==> src/rtl/softermax_pkg.sv <==
// Shared definitions for the softermax row engine and its drain stage.
package softermax_pkg;

  // Entries per row; also the depth of the engine's probability buffer.
  localparam int SM_ROW_WIDTH  = 8;
  // Engine magnitude width; probabilities carry one extra bit.
  localparam int SM_LARGE_SIZE = 16;
  // Fractional bits dropped by the drain quantiser.
  localparam int SM_FRAC       = 4;

  // Drain FSM states.
  typedef enum logic [1:0] {
    SM_IDLE  = 2'd0,
    SM_READ  = 2'd1,
    SM_FLUSH = 2'd2
  } sm_drain_state_e;

  // Clamp a signed value into the unsigned range [0, 2^out_w - 1].
  function automatic logic [31:0] sm_saturate(input int s, input int out_w);
    int max_v;
    max_v = (1 << out_w) - 1;
    if (s < 0) begin
      return '0;
    end else if (s > max_v) begin
      return 32'(max_v);
    end else begin
      return 32'(s);
    end
  endfunction

endpackage

==> src/rtl/softermax_drain_fifo.sv <==
// Small synchronous FIFO with occupancy count. The head entry is read straight
// from storage registers, so it is stable whenever no pop occurs.
module sm_stream_fifo #(
  parameter int W     = 8,
  parameter int DEPTH = 4,
  localparam int PW   = $clog2(DEPTH),
  localparam int CW   = PW + 1
) (
  input  logic          clk,
  input  logic          rst_n,
  input  logic          push,
  input  logic [W-1:0]  push_data,
  input  logic          pop,
  output logic [W-1:0]  head,
  output logic [CW-1:0] count,
  output logic          empty
);

  logic [W-1:0]  mem_q [DEPTH];
  logic [W-1:0]  mem_d [DEPTH];
  logic [PW-1:0] wr_ptr_q, wr_ptr_d;
  logic [PW-1:0] rd_ptr_q, rd_ptr_d;
  logic [CW-1:0] count_q, count_d;
  logic          do_push, do_pop;

  // Next-state for storage, pointers and count; a push into a full FIFO is
  // only accepted when a pop frees the head slot in the same cycle.
  always_comb begin
    do_pop   = pop && (count_q != '0);
    do_push  = push && ((count_q != CW'(DEPTH)) || do_pop);
    mem_d    = mem_q;
    wr_ptr_d = wr_ptr_q;
    rd_ptr_d = rd_ptr_q;
    count_d  = count_q;
    if (do_push) begin
      mem_d[wr_ptr_q] = push_data;
      wr_ptr_d        = wr_ptr_q + 1'b1;
    end
    if (do_pop) begin
      rd_ptr_d = rd_ptr_q + 1'b1;
    end
    case ({do_push, do_pop})
      2'b10:   count_d = count_q + 1'b1;
      2'b01:   count_d = count_q - 1'b1;
      default: count_d = count_q;
    endcase
  end

  // State registers; storage is cleared so the head reads zero out of reset.
  always_ff @(posedge clk or negedge rst_n) begin
    if (!rst_n) begin
      for (int i = 0; i < DEPTH; i++) mem_q[i] <= '0;
      wr_ptr_q <= '0;
      rd_ptr_q <= '0;
      count_q  <= '0;
    end else begin
      for (int i = 0; i < DEPTH; i++) mem_q[i] <= mem_d[i];
      wr_ptr_q <= wr_ptr_d;
      rd_ptr_q <= rd_ptr_d;
      count_q  <= count_d;
    end
  end

  assign head  = mem_q[rd_ptr_q];
  assign count = count_q;
  assign empty = (count_q == '0);

endmodule

==> src/rtl/softermax_drain.sv <==
// Drain stage of the softermax row engine: on row completion, sweeps the
// engine probability buffer, quantises each entry and streams it out.
//
// Output handshake: an element moves when out_valid && out_ready at a rising
// clock edge. Once out_valid is high it stays high, with out_data/out_idx/
// out_last unchanged, until that transfer happens. out_valid depends only on
// registered state, never combinationally on out_ready.
module softermax_drain
  import softermax_pkg::*;
#(
  parameter int ROW_WIDTH  = SM_ROW_WIDTH,
  parameter int IN_W       = SM_LARGE_SIZE + 1,
  parameter int OUT_W      = 8,
  parameter int SHIFT      = SM_FRAC,
  parameter int FIFO_DEPTH = 4,
  localparam int AW        = $clog2(ROW_WIDTH),
  localparam int CW        = $clog2(FIFO_DEPTH) + 1,
  localparam int FW        = 1 + AW + OUT_W
) (
  input  logic             clk,
  input  logic             rst_n,
  input  logic             done_in,
  output logic [AW-1:0]    rd_addr,
  input  logic [IN_W-1:0]  rd_data,
  output logic             out_valid,
  input  logic             out_ready,
  output logic [OUT_W-1:0] out_data,
  output logic [AW-1:0]    out_idx,
  output logic             out_last,
  output logic             busy,
  output logic             row_done,
  output logic [1:0]       dbg_state
);

  localparam logic [AW-1:0] LAST_IDX = AW'(ROW_WIDTH - 1);

  sm_drain_state_e state_q, state_d;
  logic [AW-1:0]   rd_addr_q, rd_addr_d;
  logic            armed_q, armed_d;
  logic            inflight_q, inflight_d;
  logic [AW-1:0]   inflight_idx_q, inflight_idx_d;
  logic            busy_q, busy_d;
  logic            row_done_q, row_done_d;

  logic [CW-1:0]   fifo_count;
  logic            fifo_empty;
  logic [FW-1:0]   fifo_head;
  logic [FW-1:0]   push_word;
  logic            pop;
  logic [CW:0]     credit_used;
  logic            credit_ok;

  logic signed [IN_W-1:0] rd_s;
  logic signed [IN_W-1:0] rd_shifted;
  logic [OUT_W-1:0]       q_data;

  // Quantise the returned probability: arithmetic shift, then clamp to the
  // unsigned output range.
  always_comb begin
    rd_s       = rd_data;
    rd_shifted = rd_s >>> SHIFT;
    q_data     = OUT_W'(sm_saturate(int'(rd_shifted), OUT_W));
  end

  // A read may be issued only if the FIFO can still take it, counting the
  // element already on its way back from the engine.
  always_comb begin
    credit_used = {1'b0, fifo_count} + {{CW{1'b0}}, inflight_q};
    credit_ok   = credit_used < (CW + 1)'(FIFO_DEPTH);
  end

  // Drain FSM, address counter, in-flight tracking and re-arm logic.
  always_comb begin
    state_d        = state_q;
    rd_addr_d      = rd_addr_q;
    armed_d        = armed_q | ~done_in;
    inflight_d     = 1'b0;
    inflight_idx_d = inflight_idx_q;
    case (state_q)
      SM_IDLE: begin
        if (done_in && armed_q) begin
          state_d   = SM_READ;
          armed_d   = 1'b0;
          rd_addr_d = '0;
        end
      end
      SM_READ: begin
        if (credit_ok) begin
          inflight_d     = 1'b1;
          inflight_idx_d = rd_addr_q;
          if (rd_addr_q == LAST_IDX) begin
            state_d   = SM_FLUSH;
            rd_addr_d = '0;
          end else begin
            rd_addr_d = rd_addr_q + 1'b1;
          end
        end
      end
      SM_FLUSH: begin
        // Elements leave in order, so an empty FIFO with nothing in flight
        // means the last element has been accepted.
        if (fifo_empty && !inflight_q) begin
          state_d = SM_IDLE;
        end
      end
      default: state_d = SM_IDLE;
    endcase
    busy_d = (state_d != SM_IDLE);
  end

  // Output-side control: pop on transfer, pulse row_done after the last one.
  always_comb begin
    pop        = out_valid && out_ready;
    row_done_d = pop && out_last;
    push_word  = {(inflight_idx_q == LAST_IDX), inflight_idx_q, q_data};
  end

  // Control registers.
  always_ff @(posedge clk or negedge rst_n) begin
    if (!rst_n) begin
      state_q        <= SM_IDLE;
      rd_addr_q      <= '0;
      armed_q        <= 1'b1;
      inflight_q     <= 1'b0;
      inflight_idx_q <= '0;
      busy_q         <= 1'b0;
      row_done_q     <= 1'b0;
    end else begin
      state_q        <= state_d;
      rd_addr_q      <= rd_addr_d;
      armed_q        <= armed_d;
      inflight_q     <= inflight_d;
      inflight_idx_q <= inflight_idx_d;
      busy_q         <= busy_d;
      row_done_q     <= row_done_d;
    end
  end

  sm_stream_fifo #(
    .W     (FW),
    .DEPTH (FIFO_DEPTH)
  ) u_fifo (
    .clk       (clk),
    .rst_n     (rst_n),
    .push      (inflight_q),
    .push_data (push_word),
    .pop       (pop),
    .head      (fifo_head),
    .count     (fifo_count),
    .empty     (fifo_empty)
  );

  assign rd_addr   = rd_addr_q;
  assign out_valid = !fifo_empty;
  assign out_last  = fifo_head[FW-1];
  assign out_idx   = fifo_head[FW-2 -: AW];
  assign out_data  = fifo_head[OUT_W-1:0];
  assign busy      = busy_q;
  assign row_done  = row_done_q;
  assign dbg_state = state_q;

endmodule

==> config.mk <==
export PLATFORM = sky130hd
export DESIGN_NAME = softermax_drain
export DESIGN_NICKNAME = d
export VERILOG_FILES = /design/src/rtl/softermax_pkg.sv /design/src/rtl/softermax_drain_fifo.sv /design/src/rtl/softermax_drain.sv
export SDC_FILE = /design/constraint.sdc
export NUM_CORES = 1
export LEC_CHECK = 0
export CAP_MARGIN = 20
export CORE_MARGIN = 2
export CORE_UTILIZATION = 41
export CTS_BUF_LIST = sky130_fd_sc_hd__clkbuf_8
export DETAILED_ROUTE_END_ITERATION = 8
export PLACE_DENSITY_LB_ADDON = 0.25
export SLEW_MARGIN = 20
export SYNTH_ARGS = -nofsm -noshare
export SYNTH_HDL_FRONTEND = slang
export SYNTH_SLANG_ARGS = --single-unit
==> constraint.sdc <==
create_clock -name clk -period 3.3 [get_ports clk]
set_input_delay 0.66 -clock clk [delete_from_list [all_inputs] [get_ports clk]]
set_output_delay 0.66 -clock clk [all_outputs]
set_load 0.02 [all_outputs]
==> flow_metrics.env <==
export IMPL_outcome="finished clean"
export IMPL_drv_cap=0
export IMPL_setup_viol=0
export IMPL_portBuffers=36
export IMPL_holdBufCountCts=0
export IMPL_syn_cell_area_um2=3100
export IMPL_core_um2=7290
export IMPL_diodes=0
export IMPL_finClkSkew_ns=0.0108
export IMPL_p_sw_mw=1.38
export IMPL_slew_headroom_pct=52.6
export IMPL_ys_ff_latch=67
export IMPL_arrival_ns=2.39
export IMPL_cts_made_buffers=9
export IMPL_slew_violations=0
export IMPL_die_h_um=91.0
export IMPL_place_congestion=0.696
export IMPL_hpwl_um=4030
export IMPL_grt_pass1_wl_um=10700
export IMPL_grt_max_degree=39
export IMPL_multi_input_area_um2=1300
export IMPL_end_kind="primary output"
export IMPL_setup_tns_ns=0
export IMPL_viasPerCell=5.31
export IMPL_ys_types=34
export IMPL_hold_ws_ns=0.363
export IMPL_switching_share_pct=34.6
export IMPL_p_clk_share_pct=19.9
export IMPL_synth_edf_count=0
export IMPL_vias=1890
export IMPL_async_flop_share_pct=100
export IMPL_postCtsResizedCells=0
export IMPL_syn_inst=212
export IMPL_timing_final_crit_share_pct=92.5
export IMPL_finalCriticalPeriod_ns=3.05
export IMPL_dieArea_um2=8280
export IMPL_syn_num_nets=241
export IMPL_clock_fmax_ghz=0.328
export IMPL_regArea_um2=1680
export IMPL_final_util_pct=51.5
export IMPL_worstSetupStartpointType="register"
export IMPL_peakVddDrop_mv=0.405
export IMPL_hold_viol=0
export IMPL_layout_common_cells="dfrtp_1, clkdlybuf4s50_1, o2bb2ai_1"
export IMPL_final_net_count=281
export IMPL_placed_area_um2=3520
export IMPL_total_power_mw=3.98
export IMPL_tritoncts="built"
export IMPL_final_cells=356
export IMPL_cts_clk_slew_worst_paths_ns=0.07
export IMPL_power_frac_comb_pct=42.0
export IMPL_io_pins=41
export IMPL_cts_sinks=67
export IMPL_drcViolationCount=0
export IMPL_path_class="reg2out"
export IMPL_routedWlPerCell_um=17.2
export IMPL_cp_required_ns=2.64
export IMPL_place_ws_ns=0.389
export IMPL_areaGrowthSynthToFinish_pct=21.1
export IMPL_routed_wl_um=6120
export IMPL_p_seq_share_pct=38.0
export IMPL_p_int_mw=2.60
export IMPL_h_tree_depth=3
export IMPL_stdcell_area_um2=3760
export IMPL_ant_nets=0
export IMPL_worstHoldPathType="in2async"
export IMPL_leakage_nw=1.65
export IMPL_first_pass_iters=4
export IMPL_ys_flop_type="dfrtp_1"
export IMPL_start_util_pct=42.5
export IMPL_yosys_warnings=0
export IMPL_drtIter0Drc=44
export IMPL_gr_total_overflow=0
export IMPL_antenna_found_initial=0
export IMPL_cts_setup_buffers=0
export IMPL_dieWidth_um=91.0
export IMPL_cts_buffer_depth=2
export IMPL_rows=31
export IMPL_final_common_cell="dfrtp_1"
export IMPL_dp_cells=340
export IMPL_finalWorstSetupSlack_ns=0.247
export IMPL_grt_pass1_vias=2077
export IMPL_clk_latency_ns=0.35
export IMPL_drive_above_1_share_pct=23.7
export IMPL_final_fill_count=653
export IMPL_grt_usage_pct=16.9
export IMPL_root_buffer="clkbuf_8"
export IMPL_avgSynthCellArea_um2=14.6
export IMPL_rsz0062_at_grt="no"
export IMPL_powerDensity_nw_per_um2=1060
export IMPL_tightest_slew_ns=0.711
export IMPL_cp_max_fo=10
export IMPL_seq_area_frac_synth_pct=54.1
-- synthesized netlist by cell type, types with 2 or more instances --
cell type	n	area (um^2)
nand4b_2	2	30.0
mux2_4	8	120
dfrtp_1	66	1650
nand2_1	7	26.3
nand3_1	6	30.0
and3_1	2	12.5
nand3_4	4	70.1
nor2_1	10	37.5
o2bb2ai_1	32	280
buf_2	3	15.0
mux2_2	12	135
ha_1	7	87.6
inv_1	7	26.3
xor2_1	3	26.3
mux4_2	12	270
nor2b_1	3	18.8
o21ai_0	6	30.0
xnor2_1	3	26.3
buf_8	4	60.1
-- logic make-up (layout without fill, tap and decap cells) --
logic type | Yosys count | in the layout | synth area share [%]
flops | 67 | 67 | 54.1
simple gates | 41 | 41 | 9.16
compound gates | 40 | 40 | 10.4
mux | 33 | 33 | 17.3
buf+inv | 17 | 62 | 3.87
fa+ha+maj | 8 | 8 | 3.47
xor+xnor | 6 | 6 | 1.69
-- final cells by class --
| cell class | count | area share [%] |
|---|---|---|
| Clock buffer | 11 | 4.03 |
| Timing Repair Buffer | 39 | 10.4 |
| Sequential cell | 67 | 44.7 |
| Inverter | 7 | 0.699 |
| Clock inverter | 5 | 2.23 |
| Tap cell | 99 | 3.30 |
| Multi-Input combinational cell | 128 | 34.7 |
-- worst max-delay path, cell delays in order (launching register included) --
cell	delay, ns
dfrtp_1	0.72
buf_4	0.28
mux4_2	0.50
clkdlybuf4s50_1	0.55
-- path summary, 6_finish.rpt --
kind | startpoint | endpoint | slack, ns | cells after the start
max | u_fifo.rd_ptr_q[0] | out_data[2] | 0.25 | 3
min | rst_n | u_fifo.wr_ptr_q[0] | 0.36 | 1
max reg2reg | u_fifo.count[0] | u_fifo.count[2] | 1.08 | 8
min reg2reg | armed_q | armed_q | 0.48 | 2
max in group asynchronous | rst_n | u_fifo.mem_q[47] | 2.30 | 2
min in group clk | armed_q | armed_q | 0.48 | 2
-- sequential cells by signal (all words and copies together), names as in the netlist --
| register | cells |
|---|---|
| u_fifo.count | 3 |
| u_fifo.wr_ptr_q | 2 |
| armed_q | 1 |
| busy | 1 |
| dbg_state | 2 |
| u_fifo.rd_ptr_q | 2 |
| rd_addr | 3 |
| row_done | 1 |
| inflight_q | 1 |
| u_fifo.mem_q | 48 |
| inflight_idx_q | 3 |
-- power by group through the flow --
stage                     Clock, mW  Combinational [mW]  Sequential (mW)
after global routing          0.860                1.83             1.57
after CTS                     0.814                1.70             1.52
after detailed placement          0                1.69             1.53
after global placement            0                1.67             1.52
final                         0.794                1.67             1.51
after floorplan                   0                1.28             1.40
-- metal layers --
layer,GRT usage [%],part of all wire (%)
met1,22.8,47
met3,3.65,3.2
met2,25.7,48
met5,0,0
met4,8.59,2.1
No activity file was read; power rests on OpenSTA's default activity.
